<file path="config.mk">
export PLATFORM = sky130hd
export DESIGN_NAME = muldiv_writeback_unit
export DESIGN_NICKNAME = d
export VERILOG_FILES = /design/src/rtl/muldiv_writeback_unit.sv
export SDC_FILE = /design/constraint.sdc
export NUM_CORES = 1
export LEC_CHECK = 0
export BUFFER_PORTS_ARGS = -buffer_cell sky130_fd_sc_hd__buf_2
export CAP_MARGIN = 25
export CORE_MARGIN = 1
export CORE_UTILIZATION = 25
export DETAILED_ROUTE_END_ITERATION = 6
export PLACE_DENSITY_LB_ADDON = 0.12
export RECOVER_POWER = 100
export SYNTH_ARGS = -nofsm -noshare
export SYNTH_HDL_FRONTEND = slang
export SYNTH_SLANG_ARGS = --single-unit
</file>
<file path="constraint.sdc">
create_clock -name Clk -period 3.2 [get_ports Clk]
set_input_delay 0.64 -clock Clk [delete_from_list [all_inputs] [get_ports Clk]]
set_output_delay 0.64 -clock Clk [all_outputs]
set_load 0.02 [all_outputs]
</file>
<file path="src/rtl/muldiv_writeback_unit.sv">
// Iterative 64-bit multiply/divide unit that stalls the pipeline and issues one register write per operation.
// Define MULDIV_DIV_EN to build the divider; without it UDIV/SDIV complete in one cycle with a zero result.
module muldiv_writeback_unit #(
    parameter int WIDTH = 64,
    parameter int CNT_W = 7
) (
    input  logic             Clk,
    input  logic             Reset_n,
    input  logic             Start,
    input  logic [1:0]       Op,
    input  logic [WIDTH-1:0] OpA,
    input  logic [WIDTH-1:0] OpB,
    input  logic [4:0]       Rd,
    output logic             Stall,
    output logic             Busy,
    output logic             Done,
    output logic             WrEn,
    output logic [4:0]       WrReg,
    output logic [WIDTH-1:0] WrData
);
    typedef enum logic [1:0] {IDLE, CALC, DONE} state_t;

    state_t             state;
    logic [1:0]         op;
    logic [4:0]         rd;
    logic [CNT_W-1:0]   cnt;
    logic [2*WIDTH-1:0] acc;   // mul: {partial product, multiplier}; div: {remainder, dividend/quotient}
    logic [WIDTH-1:0]   opb;   // multiplicand or divisor
    logic [WIDTH:0]     mul_sum;
    logic [2*WIDTH-1:0] mul_next;
    logic [2*WIDTH-1:0] step_next;
    logic [WIDTH-1:0]   result;
    logic               skip;

    assign Stall = Busy | (Start & (state == IDLE));

    assign mul_sum  = {1'b0, acc[2*WIDTH-1:WIDTH]} + {1'b0, (acc[0] ? opb : {WIDTH{1'b0}})};
    assign mul_next = {mul_sum, acc[WIDTH-1:1]};

`ifdef MULDIV_DIV_EN
    logic               neg;
    logic [WIDTH:0]     div_diff;
    logic [2*WIDTH-1:0] div_next;
    logic [WIDTH-1:0]   a_mag;
    logic [WIDTH-1:0]   b_mag;

    // Restoring step: shifted remainder minus divisor; a borrow means keep the shifted remainder.
    assign div_diff  = acc[2*WIDTH-1:WIDTH-1] - {1'b0, opb};
    assign div_next  = div_diff[WIDTH] ? {acc[2*WIDTH-2:0], 1'b0}
                                       : {div_diff[WIDTH-1:0], acc[WIDTH-2:0], 1'b1};
    assign step_next = op[1] ? div_next : mul_next;
    assign a_mag     = (Op[0] && OpA[WIDTH-1]) ? -OpA : OpA;
    assign b_mag     = (Op[0] && OpB[WIDTH-1]) ? -OpB : OpB;
    assign skip      = Op[1] && (OpB == '0);

    always_comb begin
        result = acc[WIDTH-1:0];
        case (op)
            2'b01:   result = acc[2*WIDTH-1:WIDTH];
            2'b11:   result = neg ? -acc[WIDTH-1:0] : acc[WIDTH-1:0];
            default: result = acc[WIDTH-1:0];
        endcase
    end
`else
    assign step_next = mul_next;
    assign skip      = Op[1];

    always_comb begin
        result = '0;
        case (op)
            2'b00:   result = acc[WIDTH-1:0];
            2'b01:   result = acc[2*WIDTH-1:WIDTH];
            default: result = '0;
        endcase
    end
`endif

    always_ff @(posedge Clk) begin
        if (!Reset_n) begin
            state  <= IDLE;
            op     <= '0;
            rd     <= '0;
            cnt    <= '0;
            acc    <= '0;
            opb    <= '0;
            Busy   <= 1'b0;
            Done   <= 1'b0;
            WrEn   <= 1'b0;
            WrReg  <= '0;
            WrData <= '0;
`ifdef MULDIV_DIV_EN
            neg    <= 1'b0;
`endif
        end else begin
            case (state)
                IDLE: begin
                    if (Start) begin
                        op   <= Op;
                        rd   <= Rd;
                        Busy <= 1'b1;
                        cnt  <= CNT_W'(WIDTH);
`ifdef MULDIV_DIV_EN
                        neg  <= Op[0] & (OpA[WIDTH-1] ^ OpB[WIDTH-1]);
`endif
                        if (skip) begin
                            acc   <= '0;
                            state <= DONE;
`ifdef MULDIV_DIV_EN
                        end else if (Op[1]) begin
                            acc   <= {{WIDTH{1'b0}}, a_mag};
                            opb   <= b_mag;
                            state <= CALC;
`endif
                        end else begin
                            acc   <= {{WIDTH{1'b0}}, OpB};
                            opb   <= OpA;
                            state <= CALC;
                        end
                    end
                end
                CALC: begin
                    acc <= step_next;
                    cnt <= cnt - 1'b1;
                    if (cnt == CNT_W'(1))
                        state <= DONE;
                end
                DONE: begin
                    // First DONE cycle settles the result; second presents the write pulse.
                    if (!Done) begin
                        Done   <= 1'b1;
                        WrEn   <= (rd != 5'd31);
                        WrReg  <= rd;
                        WrData <= result;
                    end else begin
                        Done   <= 1'b0;
                        WrEn   <= 1'b0;
                        WrReg  <= '0;
                        WrData <= '0;
                        Busy   <= 1'b0;
                        state  <= IDLE;
                    end
                end
                default: state <= IDLE;
            endcase
        end
    end
endmodule

</file>
* After elaboration in Yosys (flattened, before gate mapping)
Index checks and enable logic that the tools add are counted.
** Storage, ports and cells
- Output and inout port bits :: 73
- Bits in registers :: 280
- Logic and storage cells :: 52
** Operators by class
- Equal/unequal tests :: 8
- Reduce and logical (&&, ||, !) cells :: 9
- Bitwise gates (word level) :: 3
- Multiplexer cells :: 19
- Add/subtract/negate cells :: 2
** Operators with widths (number)
- one-hot mux 128 bit (2 select lines) :: 1
- two-way mux 64 bit :: 3
- two-way mux 128 bit :: 1
- one-hot mux 64 bit (2 select lines) :: 1
- adder 64 x 64 -> 65 bit :: 1
- one-hot mux 7 bit (2 select lines) :: 1
- AND reduction 3 bit :: 3
- two-way mux 2 bit :: 4
- equality test 7 x 1 -> 1 bit (second input constant) :: 1
- two-way mux 7 bit :: 1
- subtractor 7 x 1 -> 7 bit (second input constant) :: 1
- != test 2 bit (second input constant) :: 3
- one-hot mux 2 bit (3 select lines) :: 1
- two-way mux 5 bit :: 1
- != test 5 bit (second input constant) :: 1
- equality test 2 x 1 -> 1 bit (second input constant) :: 2
- zero test 2 bit :: 2
- two-way mux 1 bit :: 4
- AND reduction 2 bit :: 2
- nonzero test 2 bit :: 2
- equality test 2 bit (second input constant) :: 1
- one-hot mux 1 bit (2 select lines) :: 1
- AND 1 bit :: 1
- inverter 1 bit :: 1
- OR 1 bit :: 1

* Longest topological paths before layout
Gate-level depths: netlist of the first run.
- Word-level depth :: 3
- Mapped depth :: 15

* Worst setup path before layout of the first run
No wires, ideal clock.
- Kind :: register to register
- From :: register acc[0]
- To :: register acc[103]
- Data arrival time :: 2.927 ns
- Stages on the path, launching flop included :: 16
- Setup time :: 0.125 ns
- Required time :: 3.075 ns
- Path buffers :: 1
- Setup slack :: 0.148 ns
- Clock period less this slack :: 3.052 ns
- Cell sequence :: dfxtp_1 -> clkbuf_1 -> and2_1 -> ha_1 -> inv_1 -> fa_1 -> nand2b_1 -> a21oi_1 -> a21oi_1 -> a211oi_1 -> nor2_1 -> o31ai_2 -> a21oi_1 -> o31ai_2 -> xnor2_1 -> o21ai_1
** On the way
- Longest elaborated chain between the ends :: 3
** Ends and longest elaborated chain
- start, declared :: RTL line 27 : logic [2*WIDTH-1:0] acc;
- start signal, assigned :: RTL line 115 : acc <= {{WIDTH{1'b0}}, OpB};
- start signal, assigned :: RTL line 122 : acc <= step_next;
- two-way mux 64 bit :: RTL line 37 : assign mul_sum = {1'b0, acc[2*WIDTH-1:WIDTH]} + {1'b0, (acc[0] ? opb : {WIDTH{1'b0}})};
- adder 64 x 64 -> 65 bit :: RTL line 37
- one-hot mux 128 bit (2 select lines) :: RTL line 95 : case (state)
Every way passes these cells.
A chain may end at the register's enable or synchronous reset.

* Worst setup path in the final report of the first run
- From :: register acc[0]
- To :: register acc[119]
Same word-level chain as after synthesis.

==> metrics.txt, run 1 <==
# hold bufs at CTS=0; most common cell in the netlist=dfxtp_1; I/O pin count=211; CTS Buf Count=36; fraction of layout cells with a size suffix above 1=24.0%; final WL=51600 um; Reg-to-Reg End=acc[119]; Via density=4.91; worst-case headroom to the max-slew limit=-9.00%; Worst EP required=3.60 ns; P_sw=2.43 mW; PD cells=470 mW/mm^2; area occupied by multi-input gates=0.00884 mm^2; post-synth net total=1957; RSZ-0062 raised after global routing=yes; outcome=finished, violations left; drt pass-1 iters=7; CP startpoint=acc[0]; CTS tree=yes; I/O Buffers=210; failing checks=DRC, capacitance limit, slew limit; Mapped Cells=1752; total internal power=6.35 mW; core area=0.0568 mm^2; DRC=6; Clk pwr share=45.4%; Area Overhead vs Synth=28.8%; Final Hold Viols=0; switching share of power=27.7%; Die X=243 um; storage element area=0.00561 mm^2; final core utilization=32.9%; Detailed Place HPWL=37000 um; Skew-Pair Late Insertion Delay=0.54 ns; Total Nets Final=2220; Post-synth EDFFs=0; crit path max fanout=33; global route overflow=0; Iter 0 DRT Violations=891; htree depth=2; R2R Path Start=acc[0]; max cap viols=3; combinational power share=11.9%; final period utilization=97.1%; clk slew on worst S/H paths=0.06 ns; first-pass GRT wire length=80600 um; via count=13.7k; CP endpoint=acc[119]; worst min path class=in -> reg; Synth area leader=dfxtp_1; reg2reg setup slack=0.09 ns; clk root buf=clkbuf_16; initial antenna violation count=0; Crit Path Category=reg -> reg; Tmin final=3.11 ns; Die Y=243 um; Async S/R FF share, synth=0%; Initial Utilization=25.5%; RD Place Congestion=0.847; R2R cell count=14; synth warn=0; total die area=0.0589 mm^2; Layout Skew=0.0140 ns; gr usage total=17.1%; number of global-route vias before repair=13.7k; design area=0.0187 mm^2; Post-synth top cells=dfxtp_1, nand2_1, nor2_1; syn_area_per_cell=8.27 um^2; clk buf depth=3; slew at the pin closest to its max-slew limit=1.63 ns; Antenna Nets Post-Route=0; # fillers=6128; final setup fails=0; ANT cells=0; CTS sink cnt=280; Pleak=7.50 nW; Max IR drop VDD=0.000272 V; Synth cell types=69; CP arrival=3.51 ns; placed cell areas=0.0171 mm^2; number of synthesized register bits=280; Seq/Total Area, Yosys=38.7%; most area-consuming cells after synthesis=dfxtp_1, nand2_1, a21oi_1; wire length per cell=18.5 um; Yosys top cell area share=38.7%; Synth Flop Type=dfxtp_1; max-slew violations=188; Cell Rows=87; maximum number of pins on one net before global-route repair=132; startpoint types=register; sequential power share=42.7%; Fmax achieved=322 MHz; mapped cell area=0.0145 mm^2; Setup crit end kind=register
==> per-stage QoR <==
step           hold WS, ns  TNS, ns  power, mW  setup slack (ns)  instances
6_report             0.342        0       8.78            0.0942       2796
4_1_cts              0.308        0       8.97           0.00474       2792
3_3_place_gp         0.440   -0.920       4.89            -0.191       2727
5_1_grt              0.321   -0.415       9.22           -0.0496       2796
3_5_place_dp         0.444    -1.92       4.89            -0.248       2727
2_1_floorplan        0.432        0       4.43             0.148       1752
==> area by class of cell <==
type / instances / area share [%]
Sequential cell: 280 / 30.1
Clock inverter: 10 / 0.442
Tap cell: 756 / 5.07
Timing Repair Buffer: 351 / 10.9
Inverter: 23 / 0.483
Clock buffer: 53 / 5.71
Multi-Input combinational cell: 1323 / 47.4
==> timing repair <==
| action | 4_1_cts | 5_1_grt |
|---|---|---|
| gates cloned | 0 | 0 |
| endpoints found under the setup margin | 20 | 26 |
| buffers inserted | 2 | 4 |
| pin swaps | 6 | 21 |
| resized for setup | 20 | 79 |
==> per-layer routing <==
metal | share of wire (%) | track usage (%)
met1 | 49 | 24.1
met2 | 45 | 26.9
met3 | 4.4 | 3.00
met4 | 1.8 | 4.37
met5 | 0 | 0
==> registers in the layout, summed over array words and instances (netlist names) <==
signal	flops
cnt	7
op	2
Busy	1
WrEn	1
acc	128
rd	5
Done	1
WrData	64
WrReg	5
opb	64
state	2
==> worst max-delay path, stage by stage (launching register included) <==
cell	delay, ns
dfxtp_4	0.35
buf_12	0.16
and2_1	0.17
ha_1	0.32
a21oi_2	0.20
o21ai_2	0.11
nor2_2	0.20
a2111oi_2	0.07
buf_4	0.14
a221o_1	0.30
a21oi_2	0.22
nand3b_1	0.20
a31o_4	0.30
xnor2_1	0.13
o21ai_1	0.07
==> worst min-delay path by stage <==
stage	start	cells past startpoint	endpoint
floorplan	opb[0]	2	opb[0]
CTS	OpA[58]	3	opb[58]
global placement	opb[0]	2	opb[0]
finish	OpA[55]	3	opb[55]
detailed placement	opb[20]	2	opb[20]
global route	OpA[9]	3	opb[9]
==> power groups by stage <==
| stage | clock network, mW | registers [mW] | logic, mW |
|---|---|---|---|
| floorplan | 0 | 3.79 | 0.640 |
| global placement | 0 | 3.82 | 1.07 |
| detailed placement | 0 | 3.82 | 1.07 |
| CTS | 4.15 | 3.75 | 1.08 |
| global route | 4.30 | 3.76 | 1.16 |
| finish | 3.99 | 3.75 | 1.04 |
==> cells in the final DEF (no fill, tap or decap), types with 8 or more instances in the layout <==
cell	n
a21o_1	30
a21oi_1	160
a21oi_2	20
a222oi_1	63
a22oi_1	75
a31oi_1	14
and2_1	62
and3_1	10
buf_2	136
buf_4	124
clkbuf_1	85
clkbuf_16	37
clkbuf_8	8
dfxtp_1	278
ha_1	47
ha_4	13
inv_1	22
mux2_2	64
nand2_1	250
nand2b_1	11
nand3_1	27
nand4_1	20
nor2_1	185
nor3_1	13
o21ai_0	46
o21ai_1	18
xnor2_1	33
xor2_1	23
==> cells by family after synthesis <==
group	after synthesis	synth area share [%]
buffers and inverters	149	4.01
AO/OA/AOI/OAI	501	23.2
adder cells (fa/ha/maj)	67	5.84
flip-flops	280	38.7
XOR/XNOR	56	3.38
AND/OR/NAND/NOR	631	19.6
multiplexers	68	5.25
No activity file was read; power rests on OpenSTA's default activity.
==> run 2: changes to the inputs <==
--- a/config.mk
+++ b/config.mk
@@ -5,6 +5,7 @@
 export SDC_FILE = /design/constraint.sdc
 export NUM_CORES = 1
 export LEC_CHECK = 0
+export ABC_AREA = 1
 export BUFFER_PORTS_ARGS = -buffer_cell sky130_fd_sc_hd__buf_2
 export CAP_MARGIN = 25
 export CORE_MARGIN = 1
==> run 2 against run 1 <==
- power fell by 1.3%
- synthesized area rose by 23%
- fmax rose by 6.9%
- critical endpoint is now acc[110]
- the flow finishes with violations (capacitance limit, slew limit)
- cell area rose by 11%
- clock power fell by 5%
- non-clock buffer count fell by 117
==> metrics.txt, run 2 <==
Synth area leader=dfxtp_1; Synth Area in Adders=4.73%; post-synth net total=3219; startpoint types=register; Initial Utilization=25.4%; Iter 0 DRT Violations=1122; Cell Rows=97; XOR/XNOR share of the synthesized area=0%; RSZ-0062 raised after global routing=no; max cap viols=2; largest family of logic cells by synthesized area=simple AND/OR/NAND/NOR gates; # fillers=8215; via count=18.3k; most common cell in the netlist=nand2_1; Via density=4.43; Slowest-stage cell, CP=dfxtp_2; Post-synth EDFFs=0; CTS sink cnt=280; RD Place Congestion=0.897; worst-case headroom to the max-slew limit=-34.5%; synth warn=0; PD cells=418 mW/mm^2; maximum number of pins on one net before global-route repair=84; Die X=270 um; Crit path top cell by count=nand2_1; post-cts resize count=0; CP Cell Sequence=buf_12 > nand2_1 > inv_1 > ha_1 > nand3_1 > nand3_1 > nand2_1 > nand2_1 > nand2_1 > nand2_1 > nand2_1 > nand2_1 > nand2_1 > nand2_1 > nand2_1 > nand3_1 > a21oi_1; Synth cell types=41; failing checks=capacitance limit, slew limit; CTS Buf Count=36; Skew-Pair Late Insertion Delay=0.57 ns; number of global-route vias before repair=18.0k; Async S/R FF share, synth=0%; Total Nets Final=3370; max-slew violations=107; Post-synth top cells=nand2_1, inv_1, dfxtp_1; Detailed Place HPWL=54600 um; syn_area_per_cell=5.94 um^2; final setup fails=0; clk slew on worst S/H paths=0.05 ns; Layout Skew=0.0306 ns; Tmin final=2.91 ns; pre-CTS setup slack=0.375 ns; total die area=0.0727 mm^2; clk root buf=clkbuf_16; commonest non-fill, non-tap cell in the layout=nand2_1; final period utilization=90.8%; drt pass-1 iters=5; Worst EP required=3.69 ns; crit path max fanout=61; CP arrival=3.39 ns; Largest Register=acc; Pleak=10.4 nW; CP Buf/Inv Count=2; outcome=finished, violations left; CTS tree=yes; mapped cell area=0.0179 mm^2; Seq/Total Area, Yosys=31.3%; gr usage total=19.6%; Setup crit end kind=register; wire length per cell=17.4 um; post-synthesis mux area share=0%; Max IR drop VDD=0.000266 V; Synth Area in Compound Gates=12.5%; Max stage delay on crit path=0.35 ns; fraction of layout cells with a size suffix above 1=10.1%; Die Y=270 um; storage element area=0.00561 mm^2; area occupied by multi-input gates=0.00966 mm^2; final core utilization=29.4%; post-synthesis simple-gate area fraction=37.3%; I/O Buffers=210; # hold bufs at CTS=0; crit-path leading delay family=simple AND/OR/NAND/NOR gates; DRC=0; final WL=71900 um; I/O pin count=211; Fmax achieved=344 MHz; Final Hold Viols=0; first-pass GRT wire length=110000 um; worst min path class=in -> reg; slew at the pin closest to its max-slew limit=2.02 ns; Area Overhead vs Synth=15.8%; Antenna Nets Post-Route=0; Yosys top cell area share=31.3%; core area=0.0704 mm^2; Synth Flop Type=dfxtp_1; initial antenna violation count=2; Post-CTS Setup Bufs=0; Mapped Cells=3014; Crit Path Category=reg -> reg; Setup TNS=0 ns; htree depth=2; global route overflow=0; clk buf depth=3; final setup margin=0.294 ns; max reg flops=128; most area-consuming cells after synthesis=dfxtp_1, nand2_1, inv_1; number of synthesized register bits=280; most frequent cells in the layout=nand2_1, inv_1, dfxtp_1, nor2_1, a21oi_1; Largest regs=acc x128, WrData x64, opb x64
-- run 2: cell count changes after synthesis, moves of 28 or more --
cell	before	now
and2_1	66	0
nor2_2	0	31
o211ai_1	3	38
clkbuf_1	110	70
nand2_2	0	37
xnor2_1	33	0
a222oi_1	63	0
nand2_1	251	1057
a21o_1	30	2
mux2_2	64	0
o21ai_0	48	161
nand3_1	29	179
a22oi_1	75	0
inv_1	22	513
-- run 2: worst register-to-register path: cells and delay by family, from the launching register on --
| kind | cells | cell delay (ns) |
|---|---|---|
| compound gates | 1 | 0.14 |
| simple gates | 13 | 1.75 |
| flops | 1 | 0.35 |
| fa+ha+maj | 1 | 0.28 |
| buf+inv | 2 | 0.35 |
-- run 2: path summary, 6_finish.rpt --
path,start,to,slack (ns),cells after the start
setup / recovery,acc[0],acc[110],0.29,17
hold reg to reg,WrData[10],WrData[10],0.46,2
hold / removal,OpA[54],opb[54],0.31,3
setup reg to reg,acc[0],acc[110],0.29,17
-- run 2: layer usage --
metal | GRT usage [%] | vias to the layer above | share of wire, %
li1 | - | 9577 | -
met1 | 24.7 | 8254 | 45
met2 | 34.4 | 346 | 48
met3 | 2.49 | 94 | 4.1
met4 | 6.00 | 2 | 2.7
met5 | 0 | - | 0.018
-- run 2: where the power goes --
part	switching, mW	internal, mW	total [mW]
Sequential	0.0992	3.65	3.75
Combinational	0.818	0.299	1.12
Clock	1.64	2.16	3.80
Total	2.56	6.11	8.67
-- run 2: cell type report --
class | count | area share [%]
multi-input combinational | 2074 | 46.6
sequential | 280 | 27.1
inverter | 539 | 9.78
timing repair buffer | 234 | 5.88
tap | 940 | 5.68
clock buffer | 49 | 4.63
clock inverter | 5 | 0.314
antenna | 1 | 0.0121
-- run 2: cells by family (layout without fill, tap and decap cells) --
group                    after synthesis  in the layout
AO/OA/AOI/OAI                        416            416
adder cells (fa/ha/maj)               67             67
buffers and inverters                660            827
flip-flops                           280            280
other                                  0              1
AND/OR/NAND/NOR                     1591           1591
-- run 2: per-stage QoR --
step | cells | cell area, um^2 | power (mW) | hold slack, ns
5_1_grt | 4122 | 20700 | 9.10 | 0.304
2_1_floorplan | 3014 | 17900 | 4.51 | 0.444
3_5_place_dp | 4067 | 19900 | 5.00 | 0.453
6_report | 4122 | 20700 | 8.67 | 0.307
4_1_cts | 4121 | 20900 | 8.87 | 0.274
3_3_place_gp | 4067 | 19900 | 5.01 | 0.453
